**config.mk**
```make
export PLATFORM = sky130hd
export DESIGN_NAME = fsm_step_sequencer_flat
export DESIGN_NICKNAME = d
export VERILOG_FILES = /design/src/rtl/fsm_step_sequencer_pkg.sv /design/src/rtl/fsm_step_sequencer_if.sv /design/src/rtl/fsm_step_sequencer_tick.sv /design/src/rtl/fsm_step_sequencer.sv /design/src/flat_wrapper.sv
export SDC_FILE = /design/constraint.sdc
export NUM_CORES = 1
export LEC_CHECK = 0
export CORE_MARGIN = 2
export CORE_UTILIZATION = 40
export CTS_CLUSTER_SIZE = 20
export DETAILED_ROUTE_END_ITERATION = 7
export GPL_TIMING_DRIVEN = 0
export PLACE_DENSITY = 0.66
export SYNTH_ARGS = -nofsm -noshare
export SYNTH_HDL_FRONTEND = slang
export SYNTH_SLANG_ARGS = --single-unit
```
**constraint.sdc**
```tcl
create_clock -name clk -period 4 [get_ports clk]
set_clock_uncertainty 0.2 [all_clocks]
set_input_delay 1.2 -clock clk [delete_from_list [all_inputs] [get_ports clk]]
set_output_delay 1.2 -clock clk [all_outputs]
set_load 0.005 [all_outputs]
```
**src/rtl/fsm_step_sequencer_pkg.sv**
```systemverilog
// Shared types and constants for the FSM step sequencer.
// The sequencer replaces the slow clock with a one-cycle step enable.
package fsm_seq_pkg;

  localparam int unsigned N_DEFAULT   = 8;
  localparam int unsigned DIV_SIM     = 4;
  localparam int unsigned DIV_BOARD   = 50_000_000;

  typedef enum logic [1:0] {
    IDLE = 2'd0,
    RUN  = 2'd1,
    DONE = 2'd2
  } seq_state_t;

endpackage

```
**src/rtl/fsm_step_sequencer_if.sv**
```systemverilog
// Board-side / FSM-side signal bundle of the step sequencer.
// The master side drives run control and FSM output z; the slave is the sequencer.
interface fsm_step_sequencer_if
  import fsm_seq_pkg::*;
#(
  parameter int unsigned N = N_DEFAULT
);

  logic         start;
  logic         mode;
  logic         step_req;
  logic [N-1:0] pattern;
  logic         z;
  logic         x;
  logic         step_en;
  logic         busy;
  logic         done;
  logic [N-1:0] z_log;

  modport master (
    output start, mode, step_req, pattern, z,
    input  x, step_en, busy, done, z_log
  );

  modport slave (
    input  start, mode, step_req, pattern, z,
    output x, step_en, busy, done, z_log
  );

endinterface

```
**src/rtl/fsm_step_sequencer_tick.sv**
```systemverilog
// Step divider: tick pulses once every DIV enabled cycles; held at 0 while disabled.
module step_tick_gen #(
  parameter int unsigned DIV = 4
) (
  input  logic clk,
  input  logic clr,
  input  logic en,
  output logic tick
);

  localparam int unsigned W = (DIV > 1) ? $clog2(DIV) : 1;

  logic [W-1:0] cnt;

  always_ff @(posedge clk) begin
    if (clr || !en) begin
      cnt <= '0;
    end else if (cnt == W'(DIV - 1)) begin
      cnt <= '0;
    end else begin
      cnt <= cnt + W'(1);
    end
  end

  assign tick = en && (cnt == W'(DIV - 1));

endmodule

```
**src/rtl/fsm_step_sequencer.sv**
```systemverilog
// Step sequencer for the D+JK FSM: feeds one pattern bit per step, logs z per step,
// and paces steps from the internal divider (auto) or from step_req (manual).
module fsm_step_sequencer
  import fsm_seq_pkg::*;
#(
  parameter int unsigned N   = N_DEFAULT,
  parameter int unsigned DIV = DIV_SIM
) (
  input  logic                 clk,
  input  logic                 clr,
  fsm_step_sequencer_if.slave  bus
);

  localparam int unsigned CW = (N > 1) ? $clog2(N) : 1;

  seq_state_t   state;
  seq_state_t   state_nxt;
  logic [N-1:0] shreg;
  logic [N-1:0] z_log_q;
  logic [CW-1:0] count;
  logic         manual;
  logic         tick_en;
  logic         tick;
  logic         step;

  assign tick_en = (state == RUN) && !manual;

  step_tick_gen #(.DIV(DIV)) u_tick (
    .clk  (clk),
    .clr  (clr),
    .en   (tick_en),
    .tick (tick)
  );

  always_ff @(posedge clk) begin
    if (clr) begin
      state <= IDLE;
    end else begin
      state <= state_nxt;
    end
  end

  // Step source mux and run sequencing; the last step hands over to DONE.
  always_comb begin
    state_nxt = state;
    step      = 1'b0;
    unique case (state)
      IDLE: begin
        if (bus.start) state_nxt = RUN;
      end
      RUN: begin
        step = manual ? bus.step_req : tick;
        if (step && (count == CW'(N - 1))) state_nxt = DONE;
      end
      DONE: begin
        state_nxt = IDLE;
      end
      default: begin
        state_nxt = IDLE;
      end
    endcase
  end

  // z is sampled before the FSM flops update on the same edge.
  always_ff @(posedge clk) begin
    if (clr) begin
      shreg   <= '0;
      z_log_q <= '0;
      count   <= '0;
      manual  <= 1'b0;
    end else if ((state == IDLE) && bus.start) begin
      shreg   <= bus.pattern;
      manual  <= bus.mode;
      z_log_q <= '0;
      count   <= '0;
    end else if (step) begin
      z_log_q[count] <= bus.z;
      shreg          <= shreg >> 1;
      count          <= count + CW'(1);
    end
  end

  assign bus.x       = (state == RUN) && shreg[0];
  assign bus.step_en = step;
  assign bus.busy    = (state == RUN);
  assign bus.done    = (state == DONE);
  assign bus.z_log   = z_log_q;

endmodule

```
**src/flat_wrapper.sv**
```systemverilog
// flat-port wrapper written by rule: the top's interface ports become plain ports
module fsm_step_sequencer_flat import fsm_seq_pkg::*;
#(
  parameter int unsigned N   = N_DEFAULT,
  parameter int unsigned DIV = DIV_SIM
)
  (clk, clr, bus_start, bus_mode, bus_step_req, bus_pattern, bus_z, bus_x, bus_step_en, bus_busy, bus_done, bus_z_log);
  fsm_step_sequencer_if #(.N(N)) bus_i ();
  input  logic clk;
  input  logic clr;
  input wire logic [$bits(bus_i.start)-1:0] bus_start;
  input wire logic [$bits(bus_i.mode)-1:0] bus_mode;
  input wire logic [$bits(bus_i.step_req)-1:0] bus_step_req;
  input wire logic [$bits(bus_i.pattern)-1:0] bus_pattern;
  input wire logic [$bits(bus_i.z)-1:0] bus_z;
  output wire logic [$bits(bus_i.x)-1:0] bus_x;
  output wire logic [$bits(bus_i.step_en)-1:0] bus_step_en;
  output wire logic [$bits(bus_i.busy)-1:0] bus_busy;
  output wire logic [$bits(bus_i.done)-1:0] bus_done;
  output wire logic [$bits(bus_i.z_log)-1:0] bus_z_log;
  assign bus_i.start = bus_start;
  assign bus_i.mode = bus_mode;
  assign bus_i.step_req = bus_step_req;
  assign bus_i.pattern = bus_pattern;
  assign bus_i.z = bus_z;
  assign bus_x = bus_i.x;
  assign bus_step_en = bus_i.step_en;
  assign bus_busy = bus_i.busy;
  assign bus_done = bus_i.done;
  assign bus_z_log = bus_i.z_log;
  fsm_step_sequencer #(.N(N), .DIV(DIV)) u_core (.clk(clk), .clr(clr), .bus(bus_i));
endmodule
```
[Word-level counts from Yosys, hierarchy flattened]
Cells that the tools add are included.
Cells by class
  add/sub/neg operators: 2
  order comparisons: 2
  equality and inequality tests: 6
  mux-type cells: 10
  reduce and logical (&&, ||, !) cells: 14
Operators with widths (count)
  8-bit 2-to-1 mux: 2
  8-bit bitwise mux: 1
  1-bit logical AND: 6
  2-bit equality test, second input constant: 2
  3-bit by 4-bit less-than comparator with 1-bit output, second input constant: 1
  2-bit 2-to-1 mux: 2
  2-bit case mux with 2 select lines: 1
  2-bit OR reduction: 2
  3-bit by 1-bit adder with 3-bit output, second input constant: 1
  1-bit demux with 3-bit select: 1
  3-bit equality test, second input constant: 1
  3-bit by 1-bit greater-or-equal comparator with 1-bit output, second input constant: 1
  1-bit 2-to-1 mux: 3
  2-bit by 1-bit adder with 2-bit output, second input constant: 1
  2-bit by 1-bit equality test with 1-bit output, second input constant: 1
  1-bit logical NOT: 2
  2-bit logical NOT: 1
  2-bit by 1-bit != test with 1-bit output, second input constant: 1
  2-bit != test, second input constant: 1
  2-bit AND reduction: 1
  2-bit nonzero test: 1
  1-bit logical OR: 1
Storage, ports and cells
  bits in registers: 24
  input bits: 14
  word-level logic and storage cells: 40

[Depth between registers and ports, before layout]
Gate-level depths: netlist (run 1).
  depth after elaboration: 7
  depth in mapped cells: 5
  gate-level depth less buffers: 5

[Modules after synthesis]
From an unflattened synthesis (run 1), not the netlist that was laid out.
Unflattened totals
  cell total of the unflattened synthesis: 128
  area, all modules: 1221.2 um^2
Modules (own cells, without submodules)
  fsm_step_sequencer: instances 1, cells each 122, area an instance 1134.8 um^2, sequential area each 440.4 um^2
  step_tick_gen: instances 1, cells each 6, area an instance 86.3 um^2, sequential area each 40.0 um^2

[Worst setup path before layout (run 1)]
Ideal clock, no wire load.
  kind: in2out
  start point: input bus_step_req
  end point: output bus_step_en
  arrival time: 1.673 ns
  setup slack: 0.927 ns
  stages on the path: 3
  buffers on the path: 1
  cell sequence: mux2i_2 -> buf_6 -> nor2_1
On the way
  cells in the longest elaborated chain, start to end: 2
RTL lines
  start, declared: line flat_wrapper.sv:13  | input wire logic [$bits(bus_i.step_req)-1:0] bus_step_req;
  1-bit 2-to-1 mux: line fsm_step_sequencer.sv:52  | step = manual ? bus.step_req : tick;
  1-bit 2-to-1 mux: line fsm_step_sequencer.sv:47  | unique case (state)
  end, declared: line flat_wrapper.sv:17  | output wire logic [$bits(bus_i.step_en)-1:0] bus_step_en;
No other way between the ends.

[Worst setup path after layout (run 1)]
Same ends and word-level chain as after synthesis.

==> results of run 1 <==
-- flip-flops by register name, summed over array words and instances, names as in the netlist --
| signal | flops |
|---|---|
| u_core.state | 2 |
| u_core.count | 3 |
| u_core.manual | 1 |
| u_core.u_tick.cnt | 2 |
| u_core.shreg | 8 |
| u_core.bus.z_log | 8 |
-- area by class of cell --
class	instances	area, µm²	share of cell area, %
multi-input cells	91	662	42.0
flip-flops and latches	24	480	30.5
repair buffers	25	253	16.0
plain buffers	9	87.6	5.56
well taps	33	41.3	2.62
clock buffers	4	36.3	2.30
inverters	4	15.0	0.953
-- worst register-to-register path: cells and delay by family, from the launching register on --
| kind | cells | cell delay [ns] |
|---|---|---|
| AO/OA/AOI/OAI | 2 | 0.35 |
| multiplexers | 1 | 0.27 |
| adder cells (fa/ha/maj) | 1 | 0.24 |
| buffers and inverters | 1 | 0.18 |
| flip-flops | 1 | 0.34 |
-- worst max-delay path by stage --
stage	start	end	slack, ns	depth (start not counted)
2_1_floorplan	bus_step_req	bus_step_en	0.93	3
3_3_place_gp	bus_step_req	bus_step_en	-0.08	5
3_5_place_dp	bus_step_req	bus_step_en	-0.09	5
4_1_cts	bus_step_req	bus_step_en	0.006	5
5_1_grt	bus_step_req	bus_step_en	0.28	5
6_report	bus_step_req	bus_step_en	0.32	5
-- timing repair --
item / 4_1_cts / 5_1_grt
endpoints found under the setup margin: 1 / 1
endpoints found under the hold margin: 0 / 0
gates resized for setup: 1 / 1
-- power by group through the flow --
stage / clock [µW] / sequential, µW / combinational [µW]
final: 129 / 254 / 78.4
after CTS: 133 / 254 / 79.3
after floorplan: 0 / 258 / 50.0
after global placement: 0 / 259 / 77.0
after detailed placement: 0 / 259 / 78.1
after global routing: 143 / 255 / 85.2
-- cell families (layout without fill, tap and decap cells) --
group | Yosys count | after routing | synth area share [%]
buffers and inverters | 13 | 42 | 8.30
and+or+nand+nor | 53 | 53 | 25.0
adders and majority gates | 3 | 3 | 3.04
DFF | 24 | 24 | 38.9
muxes | 10 | 10 | 8.81
AOI/OAI and AO/OA | 25 | 25 | 16.0
-- routing by layer --
metal  share of wire (%)  up-vias  routed length, µm
li1                    -      527                  -
met1                  43      538               1230
met2                  51       28               1440
met3                 4.9        4                138
met4                0.64        0                 18
met5                   0        -                  0
-- cell usage in the layout (no fill, tap or decap), types with 2 or more instances in the layout --
master / count
a21oi_1: 6
nand4_1: 3
dfxtp_1: 24
a311oi_2: 7
buf_6: 3
nor2_1: 11
nand3_1: 12
clkbuf_8: 2
nor3b_1: 2
nand3b_1: 8
clkbuf_4: 3
nor4_1: 3
nand2_1: 5
nor2b_1: 2
inv_1: 4
mux2i_1: 8
o21ai_0: 10
ha_1: 3
clkdlybuf4s50_1: 24
-- per-stage QoR --
stage | power (µW) | hold slack [ns] | util (%) | cells | TNS [ns]
6_report | 462 | 0.229 | 52.5 | 190 | 0
5_1_grt | 484 | 0.257 | 52.5 | 190 | 0
4_1_cts | 466 | 0.235 | 52.4 | 190 | 0
3_5_place_dp | 337 | 0.216 | 50.9 | 186 | -0.0851
3_3_place_gp | 336 | 0.205 | 50.9 | 186 | -0.0819
2_1_floorplan | 308 | 0.197 | - | 128 | 0
==> flow_summary.json, run 1 <==
{
  "ys_top_cells_by_count": "dfxtp_1, nand3_1, nor2_1",
  "grt_setup_unrepaired": "false",
  "timing.rr.end": "u_core.shreg[4]",
  "reg2reg_slack_ns": 2.34,
  "p_switching_uw": 119,
  "ys_ff_latch": 24,
  "post-synth-top-count-cell": "dfxtp_1",
  "ys_warn_count": 0,
  "crit_type": "in -> out",
  "fmax_ghz": 0.272,
  "crit_slowest_cell": "clkdlybuf4s50_1",
  "clk_pin_slew_ns": 0.13,
  "met2_usage_pct": 31.6,
  "gr-usage-all-layers_pct": 17.7,
  "hpwl_um": 1990,
  "drt_wl_total_um": 2830,
  "dieArea_um2": 3550,
  "crit_path_max_incr_delay_ns": 0.44,
  "synthTopCellsByArea": "dfxtp_1, a311oi_2, mux2i_1, nand3_1, nand3b_1",
  "layout_min_cycle_time_ns": 3.68,
  "ys_seq_area_share_pct": 38.9,
  "cts_buffer_depth": 2,
  "insertion_delay_ns": 0.31,
  "globalplace.congestion": 0.725,
  "hold_viol_final": 0,
  "p_sw_share_pct": 25.7,
  "maxSlewViolCount": 0,
  "tritoncts": "done",
  "synth_cell_types": 33,
  "p_int_uw": 343,
  "worstPathArrival_ns": 2.28,
  "grt_pass1_wl_um": 4800,
  "crit_family": "buffers and inverters",
  "syn_nets": 145,
  "synth_cells": 128,
  "avgSynthCellArea_um2": 9.66,
  "path_buf_inv": 3,
  "cp_max_fo": 10,
  "portBuffers": 25,
  "final_net_count": 175,
  "crit_required_ns": 2.60,
  "antenna_found_initial": 0,
  "busiest_layer": "met2",
  "start_util_pct": 41.2,
  "grt_overflow": 0,
  "grt_max_degree": 14,
  "cts.sink_count": 24,
  "drtPass1Iterations": 4,
  "worstMarginPinSlew_ns": 0.675,
  "synth_top_area_share_pct": 38.9,
  "cts_made_buffers": 3,
  "cp-end-kind": "output port",
  "worstPathCellList": "dlymetal6s2s_1 -> mux2i_4 -> buf_6 -> nor2_1 -> clkdlybuf4s50_1",
  "cts_hold_buf": 0,
  "pre_cts_ws_ns": -0.0851,
  "p_comb_share_pct": 17.0,
  "hold_depth": 1,
  "final.period_utilization_pct": 92.1,
  "use_met1_pct": 21.6,
  "critPathLaunchType": "input pin",
  "design_area_um2": 1580,
  "drt_first_iter_violations": 26,
  "fin_ws_ns": 0.317,
  "worstHoldStart": "u_core.u_tick.cnt[0]",
  "hold_path.class": "reg -> reg",
  "drive_above_1_share_pct": 14.6,
  "ir_drop_mv": 0.109,
  "synth_flop_cell": "dfxtp_1",
  "dieHeight_um": 59.6,
  "synthArstFlopShare_pct": 0,
  "coreArea_um2": 3000,
  "maxCapViolations": 0,
  "yosys.area.top_type": "dfxtp_1",
  "syn_area_um2": 1240,
  "holdPathEnd": "u_core.u_tick.cnt[0]",
  "via_count": 1097,
  "rr_startpoint": "u_core.u_tick.cnt[0]",
  "reg2reg_depth": 5,
  "setup_violations": 0,
  "p_per_area_nw_per_um2": 293,
  "power_frac_seq_pct": 55.0,
  "htreeDepth": 1,
  "post_cts.repair.setup_buffers": 0,
  "relSlewSlack_pct": 55.0,
  "use_met3_pct": 3.28,
  "num_rows": 20,
  "wl_per_cell_um": 14.9,
  "drcViolationCount": 0,
  "p_leak_uw": 0.000588,
  "diodes": 0,
  "ioPinCount": 26,
  "n_fill_cell": 302,
  "vias_per_cell": 5.77,
  "dpl_cell_area_um2": 1530,
  "clock_tree.root_cell": "clkbuf_4",
  "first_global_vias": 1100,
  "die_w_um": 59.6,
  "synth_edf_count": 0,
  "status": "completed",
  "ant_nets": 0,
  "syn_to_final_growth_pct": 27.4,
  "clockPowerShare_pct": 28.0
}
Note: power is estimated with default switching activity, not from simulation.
==> run 2: changes to the inputs <==
- CORE_ASPECT_RATIO: not set -> 1.1
==> flow_summary.json, run 2 (synthesized netlist as in run 1, its figures left out) <==
{
  "status": "completed",
  "cts_hold_buf": 0,
  "stdcell_count": 191,
  "power_uw": 511,
  "gr-usage-all-layers_pct": 17.7,
  "maxCapViolations": 0,
  "coreArea_um2": 3000,
  "critPathLaunchType": "input pin",
  "syn_to_final_growth_pct": 28.5,
  "hold_path.class": "reg -> reg",
  "drtPass1Iterations": 4,
  "mostFrequentLayoutCells": "clkdlybuf4s50_1, dfxtp_1, nand3_1, nor2_1, o21ai_0",
  "fin_ws_ns": 0.191,
  "worstMarginPinSlew_ns": 0.694,
  "crit_path_max_incr_delay_ns": 0.44,
  "maxSlewViolCount": 0,
  "crit_required_ns": 2.60,
  "vias_per_cell": 5.62,
  "clock_tree.root_cell": "clkbuf_4",
  "drcViolationCount": 0,
  "p_leak_uw": 0.000587,
  "globalplace.congestion": 0.781,
  "fmax_ghz": 0.263,
  "post_cts.repair.setup_buffers": 0,
  "final_net_count": 175,
  "dieArea_um2": 3550,
  "die_w_um": 57.0,
  "cp_max_fo": 10,
  "cts_buffer_depth": 2,
  "relSlewSlack_pct": 53.7,
  "cp-end-kind": "output port",
  "num_rows": 21,
  "layout_min_cycle_time_ns": 3.81,
  "first_global_vias": 1052,
  "p_per_area_nw_per_um2": 321,
  "clk_pin_slew_ns": 0.13,
  "via_count": 1074,
  "htreeDepth": 1,
  "setup_violations": 0,
  "drt_first_iter_violations": 50,
  "drt_wl_total_um": 2900,
  "hold_viol_final": 0,
  "final.period_utilization_pct": 95.2,
  "worstPathArrival_ns": 2.41,
  "ioPinCount": 26,
  "diodes": 0,
  "grt_max_degree": 15,
  "worstPathCellList": "dlygate4sd2_1 -> mux2i_4 -> buf_6 -> nor2_1 -> clkdlybuf4s50_1",
  "ant_nets": 0,
  "grt_overflow": 0,
  "wl_per_cell_um": 15.2,
  "grt_setup_unrepaired": "false",
  "crit_slowest_cell": "clkdlybuf4s50_1",
  "pre_cts_ws_ns": -0.106,
  "dp.cells": 187,
  "fin_util_pct": 53.0,
  "dieHeight_um": 62.3,
  "tritoncts": "done",
  "insertion_delay_ns": 0.32,
  "start_util_pct": 41.3,
  "hpwl_um": 2050,
  "crit_family": "buffers and inverters",
  "path_buf_inv": 3,
  "cts_made_buffers": 3,
  "portBuffers": 25,
  "ir_drop_mv": 0.274,
  "antenna_found_initial": 0,
  "grt_pass1_wl_um": 5000,
  "crit_type": "in -> out",
  "n_fill_cell": 283,
  "cts.sink_count": 24,
  "tns_ns": 0,
  "drive_above_1_share_pct": 14.6
}
==> run 2: cell types whose count changed in the layout (fill, tap and decap cells not counted), sizes merged <==
cell,previous run,this run
dlymetal6s2s,1,0
clkbuf,6,5
dlygate4sd2,0,1
bufinv,0,1
==> run 2: worst paths after layout <==
path | start | to | slack, ns | cells past startpoint
setup reg to reg | u_core.u_tick.cnt[0] | u_core.shreg[4] | 2.34 | 5
hold / removal | u_core.u_tick.cnt[0] | u_core.u_tick.cnt[0] | 0.23 | 1
hold reg to reg | u_core.u_tick.cnt[0] | u_core.u_tick.cnt[0] | 0.23 | 1
setup / recovery | bus_step_req | bus_step_en | 0.19 | 5
==> run 2: layout make-up <==
type | instances | area, µm² | share of cell area, %
clock inverter | 1 | 30.0 | 1.89
sequential | 24 | 480 | 30.2
multi-input combinational | 91 | 662 | 41.7
timing repair buffer | 25 | 249 | 15.7
buffer | 9 | 87.6 | 5.51
clock buffer | 3 | 22.5 | 1.42
inverter | 4 | 15.0 | 0.945
tap | 34 | 42.5 | 2.68
==> run 2: metrics by stage <==
| step | cell area (µm²) | hold slack, ns |
|---|---|---|
| after detailed placement | 1530 | 0.215 |
| final | 1590 | 0.230 |
| after global placement | 1530 | 0.207 |
| after CTS | 1590 | 0.234 |
| after floorplan | 1240 | 0.197 |
| after global routing | 1590 | 0.261 |
==> run 2: per-layer routing <==
layer  wire (µm)  GRT usage, %
met1        1230          21.4
met4          37          5.52
met2        1450          29.0
met5           0             0
met3         180          6.46
==> run 2: worst register-to-register path, cell delays in order (launching register included) <==
cell      delay [ns]
dfxtp_1         0.34
ha_1            0.25
mux2i_4         0.29
buf_6           0.19
o21ai_0         0.09
a311oi_2        0.24
==> run 2: where the power goes <==
part	switching (µW)	internal [µW]
Clock	76.0	101
Combinational	39.6	39.3
Sequential	6.33	248
==> run 2: what timing repair did <==
item | 4_1_cts | 5_1_grt
endpoints found under the hold margin | 0 | 0
gates resized for setup | 2 | 0
endpoints found under the setup margin | 1 | 0
